[src/rtl/node_pkg.sv]
// Types shared by the node datapath and its trainer sequencer.
package node_pkg;

  localparam int unsigned NODE_WIDTH = 8;

  typedef logic signed [NODE_WIDTH-1:0]   operand_t;
  typedef logic signed [2*NODE_WIDTH-1:0] product_t;

  typedef enum logic [2:0] {
    ST_IDLE,
    ST_FETCH,
    ST_ISSUE,
    ST_WAIT,
    ST_DELTA,
    ST_SINK,
    ST_REPORT,
    ST_DONE
  } trainer_state_e;

  // Counter width that stays legal when the count collapses to a single value.
  function automatic int unsigned cnt_width(input int unsigned n);
    return (n > 1) ? $clog2(n) : 1;
  endfunction

endpackage

[src/rtl/node_trainer_if.sv]
// Streams between the trainer, its sample/target source, the driven node and the result sink.
interface node_trainer_if #(
  parameter int unsigned WIDTH = 8,
  parameter int unsigned DEPTH = 2
);
  logic                       sample_valid;
  logic                       sample_ready;
  logic [DEPTH*WIDTH-1:0]     sample_data;
  logic [WIDTH-1:0]           sample_target;
  logic                       node_train;
  logic                       node_input_valid;
  logic                       node_input_ready;
  logic [DEPTH*WIDTH-1:0]     node_input_data;
  logic                       node_output_valid;
  logic                       node_output_ready;
  logic [WIDTH-1:0]           node_output_data;
  logic                       node_delta_valid;
  logic                       node_delta_ready;
  logic [2*WIDTH-1:0]         node_delta_data;
  logic                       node_error_valid;
  logic                       node_error_ready;
  logic [DEPTH*2*WIDTH-1:0]   node_error_data;
  logic                       result_valid;
  logic                       result_ready;
  logic [WIDTH-1:0]           result_data;
  logic [2*WIDTH-1:0]         result_error;

  modport master (
    input  sample_valid, sample_data, sample_target,
    input  node_input_ready, node_output_valid, node_output_data,
    input  node_delta_ready, node_error_valid, node_error_data, result_ready,
    output sample_ready, node_train, node_input_valid, node_input_data,
    output node_output_ready, node_delta_valid, node_delta_data,
    output node_error_ready, result_valid, result_data, result_error
  );

  modport slave (
    output sample_valid, sample_data, sample_target,
    output node_input_ready, node_output_valid, node_output_data,
    output node_delta_ready, node_error_valid, node_error_data, result_ready,
    input  sample_ready, node_train, node_input_valid, node_input_data,
    input  node_output_ready, node_delta_valid, node_delta_data,
    input  node_error_ready, result_valid, result_data, result_error
  );
endinterface

[src/rtl/node_trainer_error_unit.sv]
// Signed output error, its magnitude, and the per-epoch |error| accumulator with snapshot.
module error_unit #(
  parameter int unsigned WIDTH = 8,
  parameter int unsigned ACC_W = 2*WIDTH + 3
) (
  input  logic               clock_i,
  input  logic               reset_i,
  input  logic               clear_i,
  input  logic               add_i,
  input  logic               snapshot_i,
  input  logic [WIDTH-1:0]   target_i,
  input  logic [WIDTH-1:0]   activation_i,
  output logic [2*WIDTH-1:0] error_o,
  output logic [ACC_W-1:0]   epoch_error_o
);
  logic [2*WIDTH-1:0] diff;
  logic [2*WIDTH-1:0] magnitude;
  logic [2*WIDTH-1:0] error_d, error_q;
  logic [ACC_W-1:0]   acc_d, acc_q;
  logic [ACC_W-1:0]   epoch_d, epoch_q;

  // Both operands are sign-extended first, so -128 - 127 = -255 never wraps.
  assign diff      = {{WIDTH{target_i[WIDTH-1]}}, target_i}
                   - {{WIDTH{activation_i[WIDTH-1]}}, activation_i};
  assign magnitude = diff[2*WIDTH-1] ? -diff : diff;

  always_comb begin
    // NOTE: every variable gets a default before any branch, so no latch can be inferred.
    error_d = error_q;
    acc_d   = acc_q;
    epoch_d = epoch_q;
    if (snapshot_i) epoch_d = acc_q;
    if (add_i) begin
      error_d = diff;
      acc_d   = acc_q + {{(ACC_W-2*WIDTH){1'b0}}, magnitude};
    end
    if (clear_i) acc_d = '0;
  end

  always_ff @(posedge clock_i) begin
    // NOTE: registers use non-blocking assignment so all of them sample pre-edge values.
    if (reset_i) begin
      error_q <= '0;
      acc_q   <= '0;
      epoch_q <= '0;
    end else begin
      error_q <= error_d;
      acc_q   <= acc_d;
      epoch_q <= epoch_d;
    end
  end

  assign error_o       = error_q;
  assign epoch_error_o = epoch_q;
endmodule

[src/rtl/node_trainer.sv]
// Sequences samples through one node, optionally back-propagating the output error, for a set number of epochs.
module node_trainer
  import node_pkg::*;
#(
  parameter int unsigned WIDTH   = 8,
  parameter int unsigned DEPTH   = 2,
  parameter int unsigned SAMPLES = 4,
  parameter int unsigned EPOCHS  = 1
) (
  input  logic                                  clock_i,
  input  logic                                  reset_i,
  input  logic                                  start_i,
  input  logic                                  train_i,
  output logic                                  busy_o,
  output logic                                  done_o,
  output logic [2*WIDTH+$clog2(SAMPLES):0]      epoch_error_o,
  node_trainer_if.master                        bus_if
);
  localparam int unsigned SCNT_W = cnt_width(SAMPLES);
  localparam int unsigned ECNT_W = cnt_width(EPOCHS);
  localparam int unsigned ACC_W  = 2*WIDTH + $clog2(SAMPLES) + 1;
  localparam logic [SCNT_W-1:0] LAST_SAMPLE = SCNT_W'(SAMPLES - 1);
  localparam logic [ECNT_W-1:0] LAST_EPOCH  = ECNT_W'(EPOCHS - 1);

  trainer_state_e         state_d, state_q;
  logic                   mode_d, mode_q;
  logic [SCNT_W-1:0]      sample_cnt_d, sample_cnt_q;
  logic [ECNT_W-1:0]      epoch_cnt_d, epoch_cnt_q;
  logic [DEPTH*WIDTH-1:0] operands_d, operands_q;
  logic [WIDTH-1:0]       target_d, target_q;
  logic [WIDTH-1:0]       activation_d, activation_q;
  logic                   err_clear, err_add, err_snapshot;
  logic [2*WIDTH-1:0]     error;
  logic                   unused_error_data;

  always_comb begin
    state_d      = state_q;
    mode_d       = mode_q;
    sample_cnt_d = sample_cnt_q;
    epoch_cnt_d  = epoch_cnt_q;
    operands_d   = operands_q;
    target_d     = target_q;
    activation_d = activation_q;
    err_clear    = 1'b0;
    err_add      = 1'b0;
    err_snapshot = 1'b0;
    bus_if.sample_ready      = 1'b0;
    bus_if.node_input_valid  = 1'b0;
    bus_if.node_output_ready = 1'b0;
    bus_if.node_delta_valid  = 1'b0;
    bus_if.node_error_ready  = 1'b0;
    bus_if.result_valid      = 1'b0;
    unique case (state_q)
      ST_IDLE: if (start_i) begin
        mode_d       = train_i;
        sample_cnt_d = '0;
        epoch_cnt_d  = '0;
        err_clear    = 1'b1;
        state_d      = ST_FETCH;
      end
      ST_FETCH: begin
        bus_if.sample_ready = 1'b1;
        if (bus_if.sample_valid) begin
          operands_d = bus_if.sample_data;
          target_d   = bus_if.sample_target;
          state_d    = ST_ISSUE;
        end
      end
      ST_ISSUE: begin
        bus_if.node_input_valid = 1'b1;
        if (bus_if.node_input_ready) state_d = ST_WAIT;
      end
      ST_WAIT: begin
        bus_if.node_output_ready = 1'b1;
        if (bus_if.node_output_valid) begin
          activation_d = bus_if.node_output_data;
          err_add      = 1'b1;
          state_d      = mode_q ? ST_DELTA : ST_REPORT;
        end
      end
      ST_DELTA: begin
        bus_if.node_delta_valid = 1'b1;
        if (bus_if.node_delta_ready) state_d = ST_SINK;
      end
      ST_SINK: begin
        bus_if.node_error_ready = 1'b1;
        if (bus_if.node_error_valid) state_d = ST_REPORT;
      end
      ST_REPORT: begin
        bus_if.result_valid = 1'b1;
        if (bus_if.result_ready) begin
          if (sample_cnt_q != LAST_SAMPLE) begin
            sample_cnt_d = sample_cnt_q + SCNT_W'(1);
            state_d      = ST_FETCH;
          end else if (mode_q && (epoch_cnt_q != LAST_EPOCH)) begin
            err_snapshot = 1'b1;
            err_clear    = 1'b1;
            sample_cnt_d = '0;
            epoch_cnt_d  = epoch_cnt_q + ECNT_W'(1);
            state_d      = ST_FETCH;
          end else begin
            err_snapshot = 1'b1;
            state_d      = ST_DONE;
          end
        end
      end
      ST_DONE: state_d = ST_IDLE;
      default: state_d = ST_IDLE;
    endcase
  end

  always_ff @(posedge clock_i) begin
    if (reset_i) begin
      state_q      <= ST_IDLE;
      mode_q       <= 1'b0;
      sample_cnt_q <= '0;
      epoch_cnt_q  <= '0;
      operands_q   <= '0;
      target_q     <= '0;
      activation_q <= '0;
    end else begin
      state_q      <= state_d;
      mode_q       <= mode_d;
      sample_cnt_q <= sample_cnt_d;
      epoch_cnt_q  <= epoch_cnt_d;
      operands_q   <= operands_d;
      target_q     <= target_d;
      activation_q <= activation_d;
    end
  end

  error_unit #(.WIDTH(WIDTH), .ACC_W(ACC_W)) u_error_unit (
    .clock_i       (clock_i),
    .reset_i       (reset_i),
    .clear_i       (err_clear),
    .add_i         (err_add),
    .snapshot_i    (err_snapshot),
    .target_i      (target_q),
    .activation_i  (bus_if.node_output_data),
    .error_o       (error),
    .epoch_error_o (epoch_error_o)
  );

  // The node's back-propagated input gradients have no consumer here.
  assign unused_error_data = ^bus_if.node_error_data;

  assign busy_o                 = (state_q != ST_IDLE);
  assign done_o                 = (state_q == ST_DONE);
  assign bus_if.node_train      = mode_q;
  assign bus_if.node_input_data = operands_q;
  assign bus_if.node_delta_data = error;
  assign bus_if.result_data     = activation_q;
  assign bus_if.result_error    = error;
endmodule
[src/flat_wrapper.sv]
// flat-port wrapper written by rule: the top's interface ports become plain ports
module node_trainer_flat import node_pkg::*;
#(
  parameter int unsigned WIDTH   = 8,
  parameter int unsigned DEPTH   = 2,
  parameter int unsigned SAMPLES = 4,
  parameter int unsigned EPOCHS  = 1
)
  (clock_i, reset_i, start_i, train_i, busy_o, done_o, epoch_error_o, bus_if_sample_valid, bus_if_sample_data, bus_if_sample_target, bus_if_node_input_ready, bus_if_node_output_valid, bus_if_node_output_data, bus_if_node_delta_ready, bus_if_node_error_valid, bus_if_node_error_data, bus_if_result_ready, bus_if_sample_ready, bus_if_node_train, bus_if_node_input_valid, bus_if_node_input_data, bus_if_node_output_ready, bus_if_node_delta_valid, bus_if_node_delta_data, bus_if_node_error_ready, bus_if_result_valid, bus_if_result_data, bus_if_result_error);
  node_trainer_if #(.WIDTH(WIDTH), .DEPTH(DEPTH)) bus_if_i ();
  input  logic clock_i;
  input  logic reset_i;
  input  logic start_i;
  input  logic train_i;
  output logic busy_o;
  output logic done_o;
  output logic [2*WIDTH+$clog2(SAMPLES):0] epoch_error_o;
  input wire logic [$bits(bus_if_i.sample_valid)-1:0] bus_if_sample_valid;
  input wire logic [$bits(bus_if_i.sample_data)-1:0] bus_if_sample_data;
  input wire logic [$bits(bus_if_i.sample_target)-1:0] bus_if_sample_target;
  input wire logic [$bits(bus_if_i.node_input_ready)-1:0] bus_if_node_input_ready;
  input wire logic [$bits(bus_if_i.node_output_valid)-1:0] bus_if_node_output_valid;
  input wire logic [$bits(bus_if_i.node_output_data)-1:0] bus_if_node_output_data;
  input wire logic [$bits(bus_if_i.node_delta_ready)-1:0] bus_if_node_delta_ready;
  input wire logic [$bits(bus_if_i.node_error_valid)-1:0] bus_if_node_error_valid;
  input wire logic [$bits(bus_if_i.node_error_data)-1:0] bus_if_node_error_data;
  input wire logic [$bits(bus_if_i.result_ready)-1:0] bus_if_result_ready;
  output wire logic [$bits(bus_if_i.sample_ready)-1:0] bus_if_sample_ready;
  output wire logic [$bits(bus_if_i.node_train)-1:0] bus_if_node_train;
  output wire logic [$bits(bus_if_i.node_input_valid)-1:0] bus_if_node_input_valid;
  output wire logic [$bits(bus_if_i.node_input_data)-1:0] bus_if_node_input_data;
  output wire logic [$bits(bus_if_i.node_output_ready)-1:0] bus_if_node_output_ready;
  output wire logic [$bits(bus_if_i.node_delta_valid)-1:0] bus_if_node_delta_valid;
  output wire logic [$bits(bus_if_i.node_delta_data)-1:0] bus_if_node_delta_data;
  output wire logic [$bits(bus_if_i.node_error_ready)-1:0] bus_if_node_error_ready;
  output wire logic [$bits(bus_if_i.result_valid)-1:0] bus_if_result_valid;
  output wire logic [$bits(bus_if_i.result_data)-1:0] bus_if_result_data;
  output wire logic [$bits(bus_if_i.result_error)-1:0] bus_if_result_error;
  assign bus_if_i.sample_valid = bus_if_sample_valid;
  assign bus_if_i.sample_data = bus_if_sample_data;
  assign bus_if_i.sample_target = bus_if_sample_target;
  assign bus_if_i.node_input_ready = bus_if_node_input_ready;
  assign bus_if_i.node_output_valid = bus_if_node_output_valid;
  assign bus_if_i.node_output_data = bus_if_node_output_data;
  assign bus_if_i.node_delta_ready = bus_if_node_delta_ready;
  assign bus_if_i.node_error_valid = bus_if_node_error_valid;
  assign bus_if_i.node_error_data = bus_if_node_error_data;
  assign bus_if_i.result_ready = bus_if_result_ready;
  assign bus_if_sample_ready = bus_if_i.sample_ready;
  assign bus_if_node_train = bus_if_i.node_train;
  assign bus_if_node_input_valid = bus_if_i.node_input_valid;
  assign bus_if_node_input_data = bus_if_i.node_input_data;
  assign bus_if_node_output_ready = bus_if_i.node_output_ready;
  assign bus_if_node_delta_valid = bus_if_i.node_delta_valid;
  assign bus_if_node_delta_data = bus_if_i.node_delta_data;
  assign bus_if_node_error_ready = bus_if_i.node_error_ready;
  assign bus_if_result_valid = bus_if_i.result_valid;
  assign bus_if_result_data = bus_if_i.result_data;
  assign bus_if_result_error = bus_if_i.result_error;
  node_trainer #(.WIDTH(WIDTH), .DEPTH(DEPTH), .SAMPLES(SAMPLES), .EPOCHS(EPOCHS)) u_core (.clock_i(clock_i), .reset_i(reset_i), .start_i(start_i), .train_i(train_i), .busy_o(busy_o), .done_o(done_o), .epoch_error_o(epoch_error_o), .bus_if(bus_if_i));
endmodule
[config.mk]
export PLATFORM = sky130hd
export DESIGN_NAME = node_trainer_flat
export DESIGN_NICKNAME = d
export VERILOG_FILES = /design/src/rtl/node_pkg.sv /design/src/rtl/node_trainer_if.sv /design/src/rtl/node_trainer_error_unit.sv /design/src/rtl/node_trainer.sv /design/src/flat_wrapper.sv
export SDC_FILE = /design/constraint.sdc
export NUM_CORES = 1
export LEC_CHECK = 0
export BUFFER_PORTS_ARGS = -buffer_cell sky130_fd_sc_hd__buf_2
export CORE_MARGIN = 2
export CORE_UTILIZATION = 52
export CTS_CLUSTER_SIZE = 28
export DETAILED_ROUTE_END_ITERATION = 8
export PLACE_DENSITY = 0.81
export SYNTH_ARGS = -nofsm -noshare
export SYNTH_HDL_FRONTEND = slang
export SYNTH_HIERARCHICAL = 1
export SYNTH_SLANG_ARGS = --single-unit
[constraint.sdc]
create_clock -name clock_i -period 5.2 [get_ports clock_i]
set_clock_uncertainty 0.1 [all_clocks]
set_input_delay 0.52 -clock clock_i [delete_from_list [all_inputs] [get_ports clock_i]]
set_output_delay 0.52 -clock clock_i [all_outputs]
set_load 0.02 [all_outputs]
---- After elaboration in Yosys (flattened, before gate mapping) ----
Cells that the tools add are included.
operators by class
  $add $sub $neg .......................... 5
  equal/unequal tests ..................... 18
  mux-type cells .......................... 38
  reductions and logical operators ........ 11
operators with widths
  kind                   number
  $mux W3                9
  $pmux W3 S8            1
  $add A19 B16 Y19       1
  $mux W1                19
  $ne A2 B2 Y1 const B   9
  $mux W16               1
  $neg A16 Y16           1
  $eq A3 B3 Y1 const B   4
  $mux W2                5
  $sub A8 B8 Y9          1
  $reduce_and A7 Y1      1
  $eq A3 B2 Y1 const B   2
  $reduce_and A2 Y1      3
  $reduce_and A5 Y1      1
  $pmux W1 S2            2
  $pmux W2 S2            1
  $reduce_and A4 Y1      1
  $eq A3 B1 Y1 const B   1
  $logic_not A3 Y1       1
  $ne A3 B1 Y1 const B   1
  $reduce_bool A3 Y1     1
  $add A2 B1 Y2 const B  1
  $ne A2 B1 Y1 const B   1
  $reduce_bool A2 Y1     1
  3 further kinds        3
word-level totals
  register bits after elaboration ......... 93
  input bits .............................. 74
  logic and storage cells ................. 82

---- Longest topological paths before layout ----
  depth after elaboration ................. 6
  gate-level depth with buffers ........... 17
  gate-level depth less buffers ........... 17

---- Modules after synthesis ----
The synthesis kept the hierarchy.
modules (own cells, without submodules)
  module        times used  cells each  area each (um^2)
  error_unit    1           353         3094.2
  node_trainer  1           217         1884.3

---- Worst setup path before layout ----
OpenSTA, ideal clock, no wires.
  path kind ............................... input-to-reg
  from .................................... input port bus_if_node_output_data[0]
  to ...................................... register u_core.u_error_unit.acc_q[14]
  library setup time ...................... 0.122 ns
  arrival ................................. 3.591 ns
  required time ........................... 4.978 ns
  path slack .............................. 1.387 ns
  stages .................................. 15
  path buffers ............................ 0
  cells stage by stage .................... ha_1 inv_1 fa_1 a211oi_2 o21ai_1 o211ai_1 a31oi_2 mux2_1 fa_1 a21o_1 nor4b_4 o311ai_4 nand3_2 nor4b_4 a311o_1
between the ends
  longest elaborated chain between the ends .. 4
ends and longest elaborated chain
  what                    RTL line                       source
  start: declaration      flat_wrapper.sv:23             input wire logic [$bits(bus_if_i.node_output_data)-1:0] bus_if_node_output_data;
  $sub A8 B8 Y9 (*)       node_trainer_error_unit.sv:24  - {{WIDTH{activation_i[WIDTH-1]}}, activation_i};
  $neg A16 Y16            node_trainer_error_unit.sv:25  assign magnitude = diff[2*WIDTH-1] ? -diff : diff;
  $mux W16 (*)            node_trainer_error_unit.sv:25
  $add A19 B16 Y19 (*)    node_trainer_error_unit.sv:35  acc_d = acc_q + {{(ACC_W-2*WIDTH){1'b0}}, magnitude};
  end signal: assignment  node_trainer_error_unit.sv:44  acc_q <= '0;
  end signal: assignment  node_trainer_error_unit.sv:48  acc_q <= acc_d;
  end: declaration        node_trainer_error_unit.sv:19  logic [ACC_W-1:0] acc_d, acc_q;
Mark *: on every way between the ends. The rest lies on a longest branch, timed or not.
A chain may end at the register's enable or synchronous reset.

---- Worst setup path after layout ----
  from .................................... register u_core.target_q[0]
  to ...................................... register u_core.u_error_unit.acc_q[15]
between the ends
  longest elaborated chain between the ends .. 4
ends and longest elaborated chain
  what                      RTL line                       source
  start: declaration        node_trainer.sv:30             logic [WIDTH-1:0] target_d, target_q;
  start signal: assignment  node_trainer.sv:127            target_q <= target_d;
  $sub A8 B8 Y9 (*)         node_trainer_error_unit.sv:24
  $neg A16 Y16              node_trainer_error_unit.sv:25
  $mux W16 (*)              node_trainer_error_unit.sv:25
  $add A19 B16 Y19 (*)      node_trainer_error_unit.sv:35
Marks and branches as above.

==> impl_metrics.ini <==
[worst_setup_path]
worst-path-buf-inv = 2
r2r_slack_ns = 1.17
path_cells = inv_1, ha_1, inv_1, fa_1, a211oi_2, nor2_1, xnor2_2, nor3b_1, a31oi_1, xor2_1, ha_1, nand2_1, nor2_1, nand2_1, o31ai_1, xnor2_1, a21oi_1
cp.arrival_ns = 4.16
path_class = flip-flop to flip-flop
cp_slowest_cell = fa_1
end_kind = flip-flop
start_kind = flip-flop
max_stage_delay_ns = 0.41
critPathMaxFanout = 5
required_ns = 5.33
cp_top_family = simple AND/OR/NAND/NOR gates

[clock_tree]
insertion_delay_ns = 0.36
cts_buffer_depth = 2
clockRootBuffer = clkbuf_8
cts_buffers = 9
cts_sinks = 86
post-cts-setup-buffers = 0
cts_tree = yes
cts.hold.buffers_added = 0
clkTransAtPathRegs_ns = 0.10
h-tree-depth = 3
cts_resized = 0

[route]
avgViaCountPerCell = 5.26
vias = 4223
ant_nets = 0
drc = 0
drtIter0Drc = 138
wire_per_inst_um = 13.7
dr.pass1.iters = 4
totalWireLength_um = 11000

[floorplan]
die_h_um = 102
fp.dieW_um = 102
initial_core_util = 0.536
dieArea_mm2 = 0.0104
num_rows = 35
core_area_mm2 = 0.00928
io_pins = 158

[place]
routabilityCongestion = 0.849
dpl_cell_area_mm2 = 0.00549
hpwlAfterDp_um = 8190
io_buffers = 125

[global_route]
grt_overflow = 0
track_usage = 0.215
grt_start_max_net_pins = 70
antenna_found_initial = 0
grt_pass1_vias = 3979
grt_pass1_wl_um = 18000

[flow_run]
drv_cap = 0

[synth]
syn_inst = 570
synth-edff-count = 0
synth_compound_area_frac = 0.181
yosys.area_share.xor_xnor = 0.0385
yosysTopAreaCell = dfxtp_1
yosys-top-cells-count = dfxtp_1 (86), nand2_1 (66), nor2_1 (61)
syn_area_per_cell_um2 = 8.73
synthMuxAreaShare = 0.0711
yosys_warnings = 6
synth_cell_types = 72
synth.area.top_cells = dfxtp_1 (35%), ha_1 (6.5%), mux2i_1 (6.4%)
synth.top_cell.area_share = 0.346
synthAdderAreaFrac = 0.0734
yosysMostFrequentCell = dfxtp_1
seq_area_frac_synth = 0.346
synth_ff_type = dfxtp_1
yosys.area_share.simple = 0.207
ys_ff_latch = 86
synth.cell_area_mm2 = 0.00498
synth_top_family_by_area = simple AND/OR/NAND/NOR gates
async_flop_share = 0

[timing]
tightest_slew_ns = 0.806
post-route-min-period_ns = 4.03
drv_slew = 0
rsz0062_at_grt = false
clock.fmax_mhz = 248
hold_viol_final = 0
max_slew_margin = 0.461
min_period_over_period = 0.776
hold_slack_ns = 0.284
tns_ns = 0
finalSetupViolCount = 0

[power_and_ir_drop]
cellPowerDensity_mw_per_mm2 = 263
ir_worst_vdd_v = 0.000164
totalPowerFinal_mw = 1.50
p_leak_nw = 2.47

[final_layout]
design_area_mm2 = 0.00568
n_antenna_cell = 0
final_util = 0.612
nets = 771
fillers = 852
area_growth_pct = 14.0
drive_above_1_share = 0.313
multi_input_area_mm2 = 0.00287
regArea_mm2 = 0.00172

[worst_hold_path]
hp-class = primary input to flip-flop

[run_status]
outcome = finished, final reports clean
[through the flow]
step,std cells,setup slack [ns]
3_5_place_dp,787,0.946
3_3_place_gp,787,1.00
5_1_grt,803,0.842
6_report,803,1.17
2_1_floorplan,576,1.39
4_1_cts,803,1.20
[state kept, by name, summed over array words and instances (netlist names)]
signal	cells
u_core/sample_cnt_q	2
u_core/u_error_unit/acc_q	19
u_core/bus_if.node_input_data	16
u_core/u_error_unit/error_o	9
u_core/state_q	3
u_core/target_q	8
u_core/epoch_cnt_q	1
u_core/bus_if.result_data	8
u_core/u_error_unit/epoch_error_o	19
u_core/bus_if.node_train	1
[cell families after synthesis]
logic type / after synthesis
buf+inv: 69
xor+xnor: 21
flops: 86
mux: 35
fa+ha+maj: 28
compound gates: 124
other cells: 1
simple gates: 206
[final timing paths]
path | endpoint | cells past startpoint | from
worst max-delay path | u_core/u_error_unit/acc_q[15]$_SDFFE_PP0P_ | 17 | u_core/target_q[0]$_SDFFE_PP0P_
worst min-delay path | u_core/bus_if.node_input_data[9]$_SDFFE_PP0P_ | 3 | bus_if_sample_data[9]
worst max register to register | u_core/u_error_unit/acc_q[15]$_SDFFE_PP0P_ | 17 | u_core/target_q[0]$_SDFFE_PP0P_
worst min register to register | u_core/bus_if.result_data[6]$_SDFFE_PP0P_ | 2 | u_core/bus_if.result_data[6]$_SDFFE_PP0P_
[placed cells by master, fill, tap and decap left out, drive strengths merged, types with 9 or more instances in the layout]
master / n
dfxtp: 86
nor2: 62
mux2i: 32
clkbuf: 9
o21ai: 15
ha: 26
nand3: 17
nand2: 87
a211oi: 10
inv: 27
xnor2: 17
buf: 129
a21oi: 57
[worst register-to-register path: cells and delay by family (launching register included)]
family | cells | cell delay [ns]
buffers and inverters | 2 | 0.11
AOI/OAI and AO/OA | 4 | 0.88
DFF | 1 | 0.32
and+or+nand+nor | 5 | 0.99
adders and majority gates | 3 | 0.91
xor gates and xnor gates | 3 | 0.59
[metal layers]
| metal | track usage | up-vias | routed length [um] |
|---|---|---|---|
| met1 | 0.268 | 1951 | 5050 |
| met2 | 0.368 | 102 | 5170 |
| met4 | 0.0667 | 0 | 174 |
| met3 | 0.0513 | 16 | 576 |
| met5 | 0 | - | 0 |
| li1 | - | 2154 | - |
[final cells by class]
type                            instances  area share
Inverter                               22      0.0145
Timing Repair Buffer                  129       0.115
Sequential cell                        86       0.303
Clock buffer                            9      0.0218
Clock inverter                          7      0.0106
Tap cell                              129      0.0284
Multi-Input combinational cell        421       0.506
[power by group]
group / leakage [nW] / switching, mW / internal, mW
sequential: 0.695 / 0.0213 / 0.677
clock: 0.0920 / 0.268 / 0.184
combinational: 1.69 / 0.214 / 0.131
total: 2.47 / 0.504 / 0.992
Power figures use the tool's default switching activity.
